[config.mk]
export PLATFORM = sky130hd
export DESIGN_NAME = alu_control_mc
export DESIGN_NICKNAME = d
export VERILOG_FILES = /design/src/rtl/alu_control_mc.sv
export SDC_FILE = /design/constraint.sdc
export NUM_CORES = 1
export LEC_CHECK = 0
export BUFFER_PORTS_ARGS = -buffer_cell sky130_fd_sc_hd__buf_2
export CAP_MARGIN = 20
export CORE_AREA = 2 2 39 41
export CTS_BUF_LIST = sky130_fd_sc_hd__clkbuf_2 sky130_fd_sc_hd__clkbuf_4 sky130_fd_sc_hd__clkbuf_8
export DETAILED_ROUTE_END_ITERATION = 16
export DIE_AREA = 0 0 41 43
export PLACE_DENSITY_LB_ADDON = 0.15
export SKIP_CTS_REPAIR_TIMING = 1
export SLEW_MARGIN = 25
export SYNTH_ARGS = -nofsm -noshare
export SYNTH_HDL_FRONTEND = slang
export SYNTH_SLANG_ARGS = --single-unit
[constraint.sdc]
create_clock -name clk -period 0.8 [get_ports clk]
set_input_delay 0.12 -clock clk [delete_from_list [all_inputs] [get_ports clk]]
set_output_delay 0.12 -clock clk [all_outputs]
set_load 0.02 [all_outputs]
[src/rtl/alu_control_mc.sv]
// alu_control_mc: registered RV32 ALU-control decoder with RV32M start/stall/done sequencing and illegal flagging.
// Define ALU_CTRL_MEXT_EN to build the RV32M decode and the BUSY/DONE sequencer.
module alu_control_mc #(
  parameter int OP_W    = 5,
  parameter int MUL_LAT = 3,
  parameter int DIV_LAT = 32
) (
  input  logic            clk,
  input  logic            reset,
  input  logic            valid_i,
  input  logic [6:0]      funct7_i,
  input  logic [2:0]      ALU_Op_i,
  input  logic [2:0]      funct3_i,
  input  logic            flush_i,
  output logic [OP_W-1:0] ALU_Operation_o,
  output logic            op_valid_o,
  output logic            mc_start_o,
  output logic            stall_o,
  output logic            done_o,
  output logic            illegal_o
);
  localparam int MAX_LAT = (MUL_LAT > DIV_LAT) ? MUL_LAT : DIV_LAT;
  localparam int CW = $clog2(MAX_LAT + 1);
  typedef enum logic [1:0] {IDLE, BUSY, DONE} state_t;
  state_t state;
  logic [CW-1:0] cnt;
  logic [4:0] base, code;
  logic legal, mc, mext;
`ifdef ALU_CTRL_MEXT_EN
  assign mext = 1'b1;
`else
  assign mext = 1'b0;
`endif
  // Plain funct3 mapping shared by R-type (funct7=0) and the I-type ops.
  always_comb begin
    base = 5'h00;
    case (funct3_i)
      3'b000: base = 5'h00;
      3'b001: base = 5'h04;
      3'b010: base = 5'h09;
      3'b011: base = 5'h0A;
      3'b100: base = 5'h07;
      3'b101: base = 5'h05;
      3'b110: base = 5'h03;
      default: base = 5'h06;
    endcase
  end
  always_comb begin
    code  = 5'h00;
    legal = 1'b0;
    mc    = 1'b0;
    case (ALU_Op_i)
      3'b000: begin
        if (funct7_i == 7'h00) begin
          code  = base;
          legal = 1'b1;
        end else if (funct7_i == 7'h20 && (funct3_i == 3'b000 || funct3_i == 3'b101)) begin
          code  = funct3_i[2] ? 5'h08 : 5'h01;
          legal = 1'b1;
        end else if (funct7_i == 7'h01 && mext) begin
          code  = {2'b10, funct3_i};
          legal = 1'b1;
          mc    = 1'b1;
        end
      end
      3'b001: begin
        if (funct3_i == 3'b001) begin
          code  = 5'h04;
          legal = funct7_i == 7'h00;
        end else if (funct3_i == 3'b101) begin
          code  = (funct7_i == 7'h20) ? 5'h08 : 5'h05;
          legal = funct7_i == 7'h00 || funct7_i == 7'h20;
        end else begin
          code  = base;
          legal = 1'b1;
        end
      end
      3'b010: legal = 1'b1;
      3'b011: begin
        code  = 5'h01;
        legal = 1'b1;
      end
      3'b111: begin
        code  = 5'h02;
        legal = 1'b1;
      end
      default: legal = 1'b0;
    endcase
  end
  always_ff @(posedge clk or posedge reset) begin
    if (reset) begin
      state           <= IDLE;
      cnt             <= '0;
      ALU_Operation_o <= '0;
      op_valid_o      <= 1'b0;
      mc_start_o      <= 1'b0;
      stall_o         <= 1'b0;
      done_o          <= 1'b0;
      illegal_o       <= 1'b0;
    end else begin
      op_valid_o <= 1'b0;
      mc_start_o <= 1'b0;
      done_o     <= 1'b0;
      illegal_o  <= 1'b0;
      if (flush_i) begin
        state           <= IDLE;
        cnt             <= '0;
        stall_o         <= 1'b0;
        ALU_Operation_o <= '0;
      end else if (state == BUSY) begin
        if (cnt == '0) begin
          state   <= DONE;
          stall_o <= 1'b0;
          done_o  <= 1'b1;
        end else begin
          cnt <= cnt - 1'b1;
        end
      end else begin
        state <= IDLE;
        if (valid_i) begin
          ALU_Operation_o <= legal ? OP_W'(code) : '0;
          op_valid_o      <= legal;
          illegal_o       <= !legal;
          if (legal && mc) begin
            state      <= BUSY;
            mc_start_o <= 1'b1;
            stall_o    <= 1'b1;
            cnt        <= funct3_i[2] ? CW'(DIV_LAT - 1) : CW'(MUL_LAT - 1);
          end
        end
      end
    end
  end
endmodule

; ---- Word-level counts from Yosys, hierarchy flattened
; Index checks and enable logic that the tools add are counted.
[totals]
in_bits = 17
reg_bits = 17
output_inout_bits = 10
[classes]
eq_ne = 15
n_mux = 35
n_addsub = 1
reduce_logical = 15
[op_table]
columns = cell, count
row1 = 5-bit two-way mux, 7
row2 = 4-bit case mux with 7 select lines, 1
row3 = 5-bit case mux with 4 select lines, 1
row4 = 6-bit two-way mux, 3
row5 = 1-bit two-way mux, 16
row6 = 3-bit by 2-bit == test with 1-bit output (second input constant), 4
row7 = 3-bit == test (second input constant), 4
row8 = 4-bit two-way mux, 3
row9 = 7-bit by 6-bit == test with 1-bit output (second input constant), 1
row10 = 7-bit zero test, 1
row11 = 3-bit by 1-bit == test with 1-bit output (second input constant), 2
row12 = 3-bit zero test, 2
row13 = 6-bit zero test, 1
row14 = 2-bit two-way mux, 3
row15 = 2-bit AND reduction, 3
row16 = 2-bit nonzero test, 3
row17 = 6-bit by 1-bit subtractor with 6-bit output (second input constant), 1
row18 = 2-bit != test (second input constant), 2
row19 = 3-bit by 2-bit != test with 1-bit output (second input constant), 1
row20 = 1-bit case mux with 3 select lines, 1
row21 = 3-bit OR reduction, 1
row22 = 2-bit by 1-bit == test with 1-bit output (second input constant), 1
row23 = 1-bit logical OR, 2
row24 = 1-bit logical AND, 1
row25 = 1-bit zero test, 1

; ---- Depth between registers and ports, before layout
; Gate-level depths: netlist of the first run.
[logic_depth]
word_depth = 10
mapped_depth = 5

; ---- Worst setup path after synthesis of the first run
; No wires, ideal clock.
[synth_timing]
path_type = in2reg
start = in funct7_i[1]
end = reg ALU_Operation_o[0]
arrival_ns = 1.094
slack_ns = -0.367
path_stages = 4
t_required_ns = 0.727
path_cell_list = nor4_4 -> o311ai_2 -> a311o_1 -> a21oi_2
[synth_between]
elab_chain_len = 9
[synth_lines]
columns = item, line
row1 = from (decl), 11  ; input logic [6:0] funct7_i,
row2 = 7-bit by 6-bit == test with 1-bit output / 7-bit zero test (equally long branches), n/a
row3 = 4-bit two-way mux (tied with other cells), 71  ; code = (funct7_i == 7'h20) ? 5'h08 : 5'h05;
row4 = 5-bit two-way mux (tied with other cells), 70  ; end else if (funct3_i == 3'b101) begin
row5 = 5-bit two-way mux (tied with other cells), 67  ; if (funct3_i == 3'b001) begin
row6 = 5-bit case mux with 4 select lines / 1-bit case mux with 3 select lines (equally long branches), 52  ; case (ALU_Op_i)
row7 = 5-bit two-way mux *, 121  ; ALU_Operation_o <= legal ? OP_W'(code) : '0;
row8 = 5-bit two-way mux *, 120  ; if (valid_i) begin
row9 = 5-bit two-way mux *, 110  ; end else if (state == BUSY) begin
row10 = 5-bit two-way mux *, 105  ; if (flush_i) begin
row11 = to (signal assigned), 121
row12 = to (decl), 15  ; output logic [OP_W-1:0] ALU_Operation_o,
; Every way passes the cells marked *; elsewhere a longest branch is shown, timed or not. The select of a mux whose other input is x is not followed.
; A chain may end at the register's enable or synchronous reset.

; ---- Final worst setup path of the first run
[layout_timing]
start = in funct7_i[1]
end = reg ALU_Operation_o[2]
; The elaborated chain is that of the path after synthesis.

==> results of run 1 <==
==> worst max-delay path, cell delays in order <==
cell and delay, ns:
sky130_fd_sc_hd__buf_6 0.10, sky130_fd_sc_hd__nor4_4 0.26, sky130_fd_sc_hd__buf_6 0.18, sky130_fd_sc_hd__nand3_4 0.09
sky130_fd_sc_hd__a22o_1 0.20, sky130_fd_sc_hd__a32o_1 0.23
==> flip-flops by register name, indices dropped and copies added (netlist names) <==
| name | flops |
|---|---|
| op_valid_o | 1 |
| illegal_o | 1 |
| ALU_Operation_o | 4 |
==> cells in the mapped netlist <==
cell type	count	share of area, %
sky130_fd_sc_hd__conb_1	1	0.73
sky130_fd_sc_hd__nor4_4	1	4.1
sky130_fd_sc_hd__a311o_1	1	1.9
sky130_fd_sc_hd__o21ai_0	2	1.9
sky130_fd_sc_hd__mux2i_1	1	1.9
sky130_fd_sc_hd__nand2_1	3	2.2
sky130_fd_sc_hd__buf_2	1	0.97
sky130_fd_sc_hd__nor4b_1	1	1.7
sky130_fd_sc_hd__o32ai_1	1	1.7
sky130_fd_sc_hd__nor3_1	4	3.9
sky130_fd_sc_hd__inv_1	3	2.2
sky130_fd_sc_hd__and3b_1	1	1.7
sky130_fd_sc_hd__nand2b_1	4	4.8
sky130_fd_sc_hd__nor2b_1	1	1.2
sky130_fd_sc_hd__nor4_1	1	1.2
sky130_fd_sc_hd__nor2_1	6	4.4
sky130_fd_sc_hd__or2_1	1	1.2
sky130_fd_sc_hd__o2bb2ai_1	1	1.7
sky130_fd_sc_hd__or3_1	1	1.2
sky130_fd_sc_hd__a22oi_1	1	1.5
sky130_fd_sc_hd__dfrtp_1	6	29
sky130_fd_sc_hd__a32o_1	1	1.9
sky130_fd_sc_hd__o311ai_2	1	3.1
sky130_fd_sc_hd__or2b_1	1	1.5
sky130_fd_sc_hd__a21oi_2	3	5.1
sky130_fd_sc_hd__nand3_1	2	1.9
sky130_fd_sc_hd__a31oi_1	1	1.2
sky130_fd_sc_hd__o311a_1	1	1.9
sky130_fd_sc_hd__a22o_1	2	3.4
sky130_fd_sc_hd__buf_4	4	5.8
sky130_fd_sc_hd__a21oi_1	3	2.9
==> stage by stage <==
stage,instances,util [%]
finish,121,69.6
global route,121,69.6
CTS,117,56.2
detailed placement,114,54.6
global placement,114,54.6
floorplan,64,-
==> routing by layer <==
| layer | GRT usage (%) | vias to the layer above |
|---|---|---|
| li1 | - | 308 |
| met1 | 19.5 | 287 |
| met2 | 30.6 | 26 |
| met3 | 5.76 | 3 |
| met4 | 10.0 | 0 |
| met5 | 0 | - |
==> layout make-up <==
type / count / area [um^2] / area share, %
Multi-Input combinational cell: 50 / 420 / 43.6
Timing Repair Buffer: 43 / 339 / 35.2
Sequential cell: 6 / 150 / 15.6
Clock buffer: 3 / 22.5 / 2.34
Tap cell: 16 / 20.0 / 2.08
Inverter: 3 / 11.3 / 1.17
==> power breakdown <==
group	switching, W	internal (W)
registers	0.00000629	0.000314
logic	0.000179	0.000174
clock network	0.000114	0.000170
total	0.000300	0.000659
==> kinds of logic (layout without fill, tap and decap cells) <==
family	Yosys count	count (layout)
AO/OA/AOI/OAI	18	18
buffers and inverters	8	49
flip-flops	6	6
multiplexers	1	1
other	1	4
AND/OR/NAND/NOR	27	27
==> how the worst max path moves through the flow <==
stage / cells past startpoint / end / slack (ns)
after floorplan: 4 / ALU_Operation_o[2]$_DFFE_PP0P_ / -0.35
after global placement: 5 / ALU_Operation_o[1]$_DFFE_PP0P_ / -0.53
after detailed placement: 5 / ALU_Operation_o[2]$_DFFE_PP0P_ / -0.55
after CTS: 5 / ALU_Operation_o[2]$_DFFE_PP0P_ / -0.29
after global routing: 6 / ALU_Operation_o[2]$_DFFE_PP0P_ / -0.30
final: 6 / ALU_Operation_o[2]$_DFFE_PP0P_ / -0.25
==> out/results.env, run 1 <==
FINALWORSTPATHREQUIREDPERIOD_NS=1.05
CLOCKBUFFERDEPTH=2
PLACE.DETAILED.HPWL_UM=1130
GRT_ANTENNA_BEFORE_REPAIR=0
MAXIMUM_NUMBER_OF_PINS_ON_ONE_NET_BEFORE_GLOBAL_ROUTE_REPAIR=7
WL_PER_CELL_UM=12.7
HOLD_PATH_STARTPOINT='flush_i'
SYNTHTOLAYOUTAREAGROWTH_PCT=86.4
REGISTER_TO_REGISTER_SETUP_SLACK_NS=-0.15
CRIT_FANOUT=5
GRT_FIRST_PASS_WIRELENGTH_UM=2240
VIOLATIONS_IN_THE_FINAL_REPORTS='setup timing'
WORST_HOLD_PATH.NUM_CELLS=2
CRIT_REQUIRED_NS=0.93
PORT-BUFFER-COUNT=22
STDCELL_AREA_UM2=963
FINAL_ANTENNA_NET_COUNT=0
ROUTABILITY_DRIVEN_PLACEMENT_CONGESTION_RATIO=0.863
SYNTH-ADDER-AREA-SHARE_PCT=0
MAX_CAP_VIOLS=0
MOST_COMMON_CELL_AFTER_LAYOUT_FILL_AND_TAPS_ASIDE='sky130_fd_sc_hd__buf_4'
FINALHOLDVIOLATIONS=0
YOSYSUNIQUECELLTYPES=31
GLOBAL_ROUTE.OVERFLOW_TOTAL=0
MIN_TO='ALU_Operation_o[1]$_DFFE_PP0P_'
FLOORPLAN.DIE.WIDTH_UM=41
SYNTHSIMPLEGATEAREAFRAC_PCT=31.0
MAXCLOCKFREQUENCY_GHz=0.951
ROUTED_VIA_DENSITY=5.16
VIAS_IN_THE_FIRST_GLOBAL_ROUTE=602
TIMING.HOLD.WS_NS=0.0693
SETUP_VIOL=10
YS_SEQ_ELEMENTS=6
ROOT_BUFFER_CELL='sky130_fd_sc_hd__clkbuf_4'
SETUP.WORST_PATH.START_CLASS='primary input'
CRITICAL_PATH_CLASS='primary input to register'
INSERTION_DELAY_NS=0.24
TOTAL_CLOCK_BUFFERS_CREATED_BY_CTS=3
CLOCK_H_TREE_LEVELS=1
REPORT.FINAL.SLEW_VIOL_COUNT=0
OUTCOME='finished with violations'
DETAIL_ROUTE.WIRELENGTH_UM=1540
MOSTFREQUENTLAYOUTCELLS='20 x sky130_fd_sc_hd__buf_4, 11 x sky130_fd_sc_hd__buf_6, 11 x sky130_fd_sc_hd__buf_2, 6 x sky130_fd_sc_hd__dfrtp_1, 6 x sky130_fd_sc_hd__nor2_1'
REGTOREGSTARTPOINT='ALU_Operation_o[0]$_DFFE_PP0P_'
TIMING.CRITICAL_PATH.FROM='funct7_i[1]'
NETLIST_INSTANCES=61
P_PER_AREA_nW_PER_UM2=995
POST_SYNTH_XOR_AREA_FRACTION_PCT=0
MUXSHAREOFSYNTHAREA_PCT=1.94
CLOCK_SINK_COUNT=6
TOP_LAYER='met4'
SETUP_TOTAL_NEGATIVE_SLACK_NS=-1.25
SYNTH_AREA_UM2=517
CORE_UM2=1380
FINAL.SETUP_SKEW_NS=0
CLKTRANSATPATHREGS_NS=0.05
VDD.IR_DROP.WORST_V=0.000539
SETUP_WS_NS=-0.251
GLOBAL_ROUTE.USAGE.TOTAL_PCT=18.5
LEAKAGEPOWER_nW=0.441
SYNTH_COMPOUND_GATE_AREA_SHARE_PCT=28.3
POST_SYNTH.CELL_AREA_AVG_UM2=8.47
TIMING.REG2REG.WORST_PATH_DEPTH=3
REG2REG_TO='ALU_Operation_o[0]$_DFFE_PP0P_'
CORE.ROWCOUNT=14
DESIGN.FINAL.NETS=124
PLACE_WS_NS=-0.552
MET2WIRELENGTH_UM=871
SYNTH-SEQ-AREA-SHARE_PCT=29.1
DIE_EXTENT_IN_Y_UM=43
DRT_ITER0_DRC=7
DIODES=0
FINALCRITPERIODSHARE_PCT=131
ARRIVAL_NS=1.18
MIN-DELAY-PATH-CLASS='primary input to register'
LAYOUT-DRIVE-GT1-SHARE_PCT=56.2
CTS_TREE='built'
YOSYS_WARNINGS=0
ROUTE.VIAS.TOTAL=624
MET3WIRELENGTH_UM=84
TYPE_OF_DESTINATION_OF_THE_CRITICAL_PATH='register'
FILLERINSTANCES=121
FIRSTDRTPASSITERS=4
MET1_LENGTH_UM=563
TOTAL_POWER_W=0.000959
DRCVIOLATIONCOUNT=0
POST_DP_CELL_AREA_UM2=756
SYNTH_TOP_FAMILY_BY_AREA='simple AND/OR/NAND/NOR gates'
INITIAL_UTIL_PCT=37.3
IO_PINS=27
DESIGN.DIE.AREA_UM2=1760
RSZ0062_AT_GRT='true'
Note: power is estimated with default switching activity, not from simulation.
==> inputs of run 2 (changes only) <==
SKIP_CTS_REPAIR_TIMING = not set   (was 1)
SLEW_MARGIN = 20   (was 25)
==> out/results.env, run 2 (synthesized netlist as in run 1, its figures left out) <==
POWER_SWITCHING_W=0.000296
MOSTFREQUENTLAYOUTCELLS='18 x sky130_fd_sc_hd__buf_4, 11 x sky130_fd_sc_hd__buf_6, 11 x sky130_fd_sc_hd__buf_2, 6 x sky130_fd_sc_hd__dfrtp_1, 6 x sky130_fd_sc_hd__nor2_1'
SETUP.WORST_PATH.START_CLASS='primary input'
ROUTED_VIA_DENSITY=5.14
TOTAL_CLOCK_BUFFERS_CREATED_BY_CTS=3
WL_PER_CELL_UM=12.4
DPL.CELL_COUNT=114
TYPE_OF_DESTINATION_OF_THE_CRITICAL_PATH='register'
REPORT.FINAL.SLEW_VIOL_COUNT=0
TOTAL_INTERNAL_POWER_W=0.000661
REGTOREGSTARTPOINT='ALU_Operation_o[0]$_DFFE_PP0P_'
CRIT_FANOUT=5
PLACE.DETAILED.HPWL_UM=1130
SETUP_TOTAL_NEGATIVE_SLACK_NS=-1.17
CLKTRANSATPATHREGS_NS=0.05
MET2WIRELENGTH_UM=821
MET1_LENGTH_UM=559
IO_PINS=27
LAYOUT-DRIVE-GT1-SHARE_PCT=55.8
VIAS_IN_THE_FIRST_GLOBAL_ROUTE=623
CORE.ROWCOUNT=14
DESIGN.DIE.AREA_UM2=1760
FILLERINSTANCES=120
HOLD_PATH_STARTPOINT='flush_i'
DIE_EXTENT_IN_Y_UM=43
DIODES=0
FINALHOLDVIOLATIONS=0
ROUTABILITY_DRIVEN_PLACEMENT_CONGESTION_RATIO=0.863
FINAL_ANTENNA_NET_COUNT=0
CRIT_REQUIRED_NS=0.93
TOP_LAYER='met4'
VIOLATIONS_IN_THE_FINAL_REPORTS='setup timing'
DRCVIOLATIONCOUNT=0
VDD.IR_DROP.WORST_V=0.000569
STDCELL_AREA_UM2=955
MAX_CAP_VIOLS=0
LARGEST-REGISTER='ALU_Operation_o'
ARRIVAL_NS=1.17
P_PER_AREA_nW_PER_UM2=1000
LARGEST_REG_FLOPS=4
DRT_ITER0_DRC=3
PORT-BUFFER-COUNT=22
LEAKAGEPOWER_nW=0.434
TIMING.CRITICAL_PATH.FROM='funct7_i[1]'
FINAL.SETUP_SKEW_NS=0
OUTCOME='finished with violations'
FINALCRITPERIODSHARE_PCT=130
FIRSTDRTPASSITERS=4
ROOT_BUFFER_CELL='sky130_fd_sc_hd__clkbuf_4'
RSZ0062_AT_GRT='true'
CLOCKBUFFERDEPTH=2
MIN-DELAY-PATH-CLASS='primary input to register'
CLOCK_SINK_COUNT=6
FINALWORSTPATHREQUIREDPERIOD_NS=1.04
POWER.SHARE.COMBINATIONAL_PCT=36.6
CLKPWRFRAC_PCT=29.9
SETUP_VIOL=10
CORE_UM2=1380
GLOBAL_ROUTE.USAGE.TOTAL_PCT=19.7
GRT_FIRST_PASS_WIRELENGTH_UM=2390
CTS_TREE='built'
GRT_ANTENNA_BEFORE_REPAIR=0
CLOCK_H_TREE_LEVELS=1
MOST_COMMON_CELL_AFTER_LAYOUT_FILL_AND_TAPS_ASIDE='sky130_fd_sc_hd__buf_4'
CRITICAL_PATH_CLASS='primary input to register'
FLOORPLAN.DIE.WIDTH_UM=41
GLOBAL_ROUTE.OVERFLOW_TOTAL=0
SYNTHTOLAYOUTAREAGROWTH_PCT=84.7
SETUP_WS_NS=-0.237
POWER_FRAC_SEQ_PCT=33.5
MAXCLOCKFREQUENCY_GHz=0.964
POWER.SHARE.SWITCHING_PCT=31.0
TIMING.HOLD.WS_NS=0.0700
MAXIMUM_NUMBER_OF_PINS_ON_ONE_NET_BEFORE_GLOBAL_ROUTE_REPAIR=7
ROUTE.VIAS.TOTAL=617
LAYOUTNONFILLERINSTCOUNT=120
DETAIL_ROUTE.WIRELENGTH_UM=1490
INSERTION_DELAY_NS=0.24
MULTI_INPUT_COMB_AREA_UM2=412
DESIGN.FINAL.NETS=123
POST_DP_CELL_AREA_UM2=756
LAYOUT_TOP_REGISTERS='ALU_Operation_o x4, illegal_o x1, op_valid_o x1'
MET3WIRELENGTH_UM=84
SEQ_AREA_UM2=150
INITIAL_UTIL_PCT=37.3
## run 2: final cells by class
| cell class | count | share of cell area [%] |
|---|---|---|
| clock buffer | 3 | 2.36 |
| tap | 16 | 2.10 |
| multi-input combinational | 50 | 43.1 |
| inverter | 3 | 1.18 |
| sequential | 6 | 15.7 |
| timing repair buffer | 42 | 35.5 |
## run 2: layer usage
metal,up-vias,track usage [%]
met5,-,0
met4,0,10.7
met3,3,5.24
met2,28,33.4
met1,282,20.5
li1,304,-
## run 2: per-stage QoR
stage / power (W) / utilization [%] / setup WS, ns
global route: 0.00102 / 69.0 / -0.272
global placement: 0.000605 / 54.6 / -0.532
detailed placement: 0.000605 / 54.6 / -0.552
floorplan: 0.000464 / - / -0.350
finish: 0.000957 / 69.0 / -0.237
CTS: 0.000945 / 65.5 / -0.222
## run 2: power by group through the flow
| stage | Sequential [W] | Combinational, W | Clock, W |
|---|---|---|---|
| 2_1_floorplan | 0.000336 | 0.000129 | 0 |
| 3_3_place_gp | 0.000322 | 0.000283 | 0 |
| 3_5_place_dp | 0.000323 | 0.000283 | 0 |
| 4_1_cts | 0.000321 | 0.000327 | 0.000297 |
| 5_1_grt | 0.000322 | 0.000383 | 0.000312 |
| 6_report | 0.000321 | 0.000351 | 0.000286 |
## run 2: worst paths after layout
check / endpoint / slack, ns / cells past startpoint
hold / removal: ALU_Operation_o[1]$_DFFE_PP0P_ / 0.07 / 2
setup reg to reg: ALU_Operation_o[0]$_DFFE_PP0P_ / -0.14 / 3
hold reg to reg: ALU_Operation_o[2]$_DFFE_PP0P_ / 0.51 / 1
setup / recovery: ALU_Operation_o[2]$_DFFE_PP0P_ / -0.24 / 6
min in group asynchronous: op_valid_o$_DFF_PP0_ / 0.32 / 3
max in group asynchronous: ALU_Operation_o[3]$_DFFE_PP0P_ / 0.29 / 3
## run 2: critical path, stage by stage
cell                      delay, ns
sky130_fd_sc_hd__buf_6         0.10
sky130_fd_sc_hd__nor4_4        0.26
sky130_fd_sc_hd__buf_6         0.17
sky130_fd_sc_hd__nand3_4       0.09
sky130_fd_sc_hd__a22o_1        0.19
sky130_fd_sc_hd__a32o_1        0.24
## run 2: timing repair
item / 4_1_cts / 5_1_grt
hold buffers: 1 / 0
setup buffers: 2 / 0
pin swaps: 5 / 7
resized for setup: 23 / 13
endpoints found under the hold margin: 6 / 0
endpoints found under the setup margin: 12 / 12
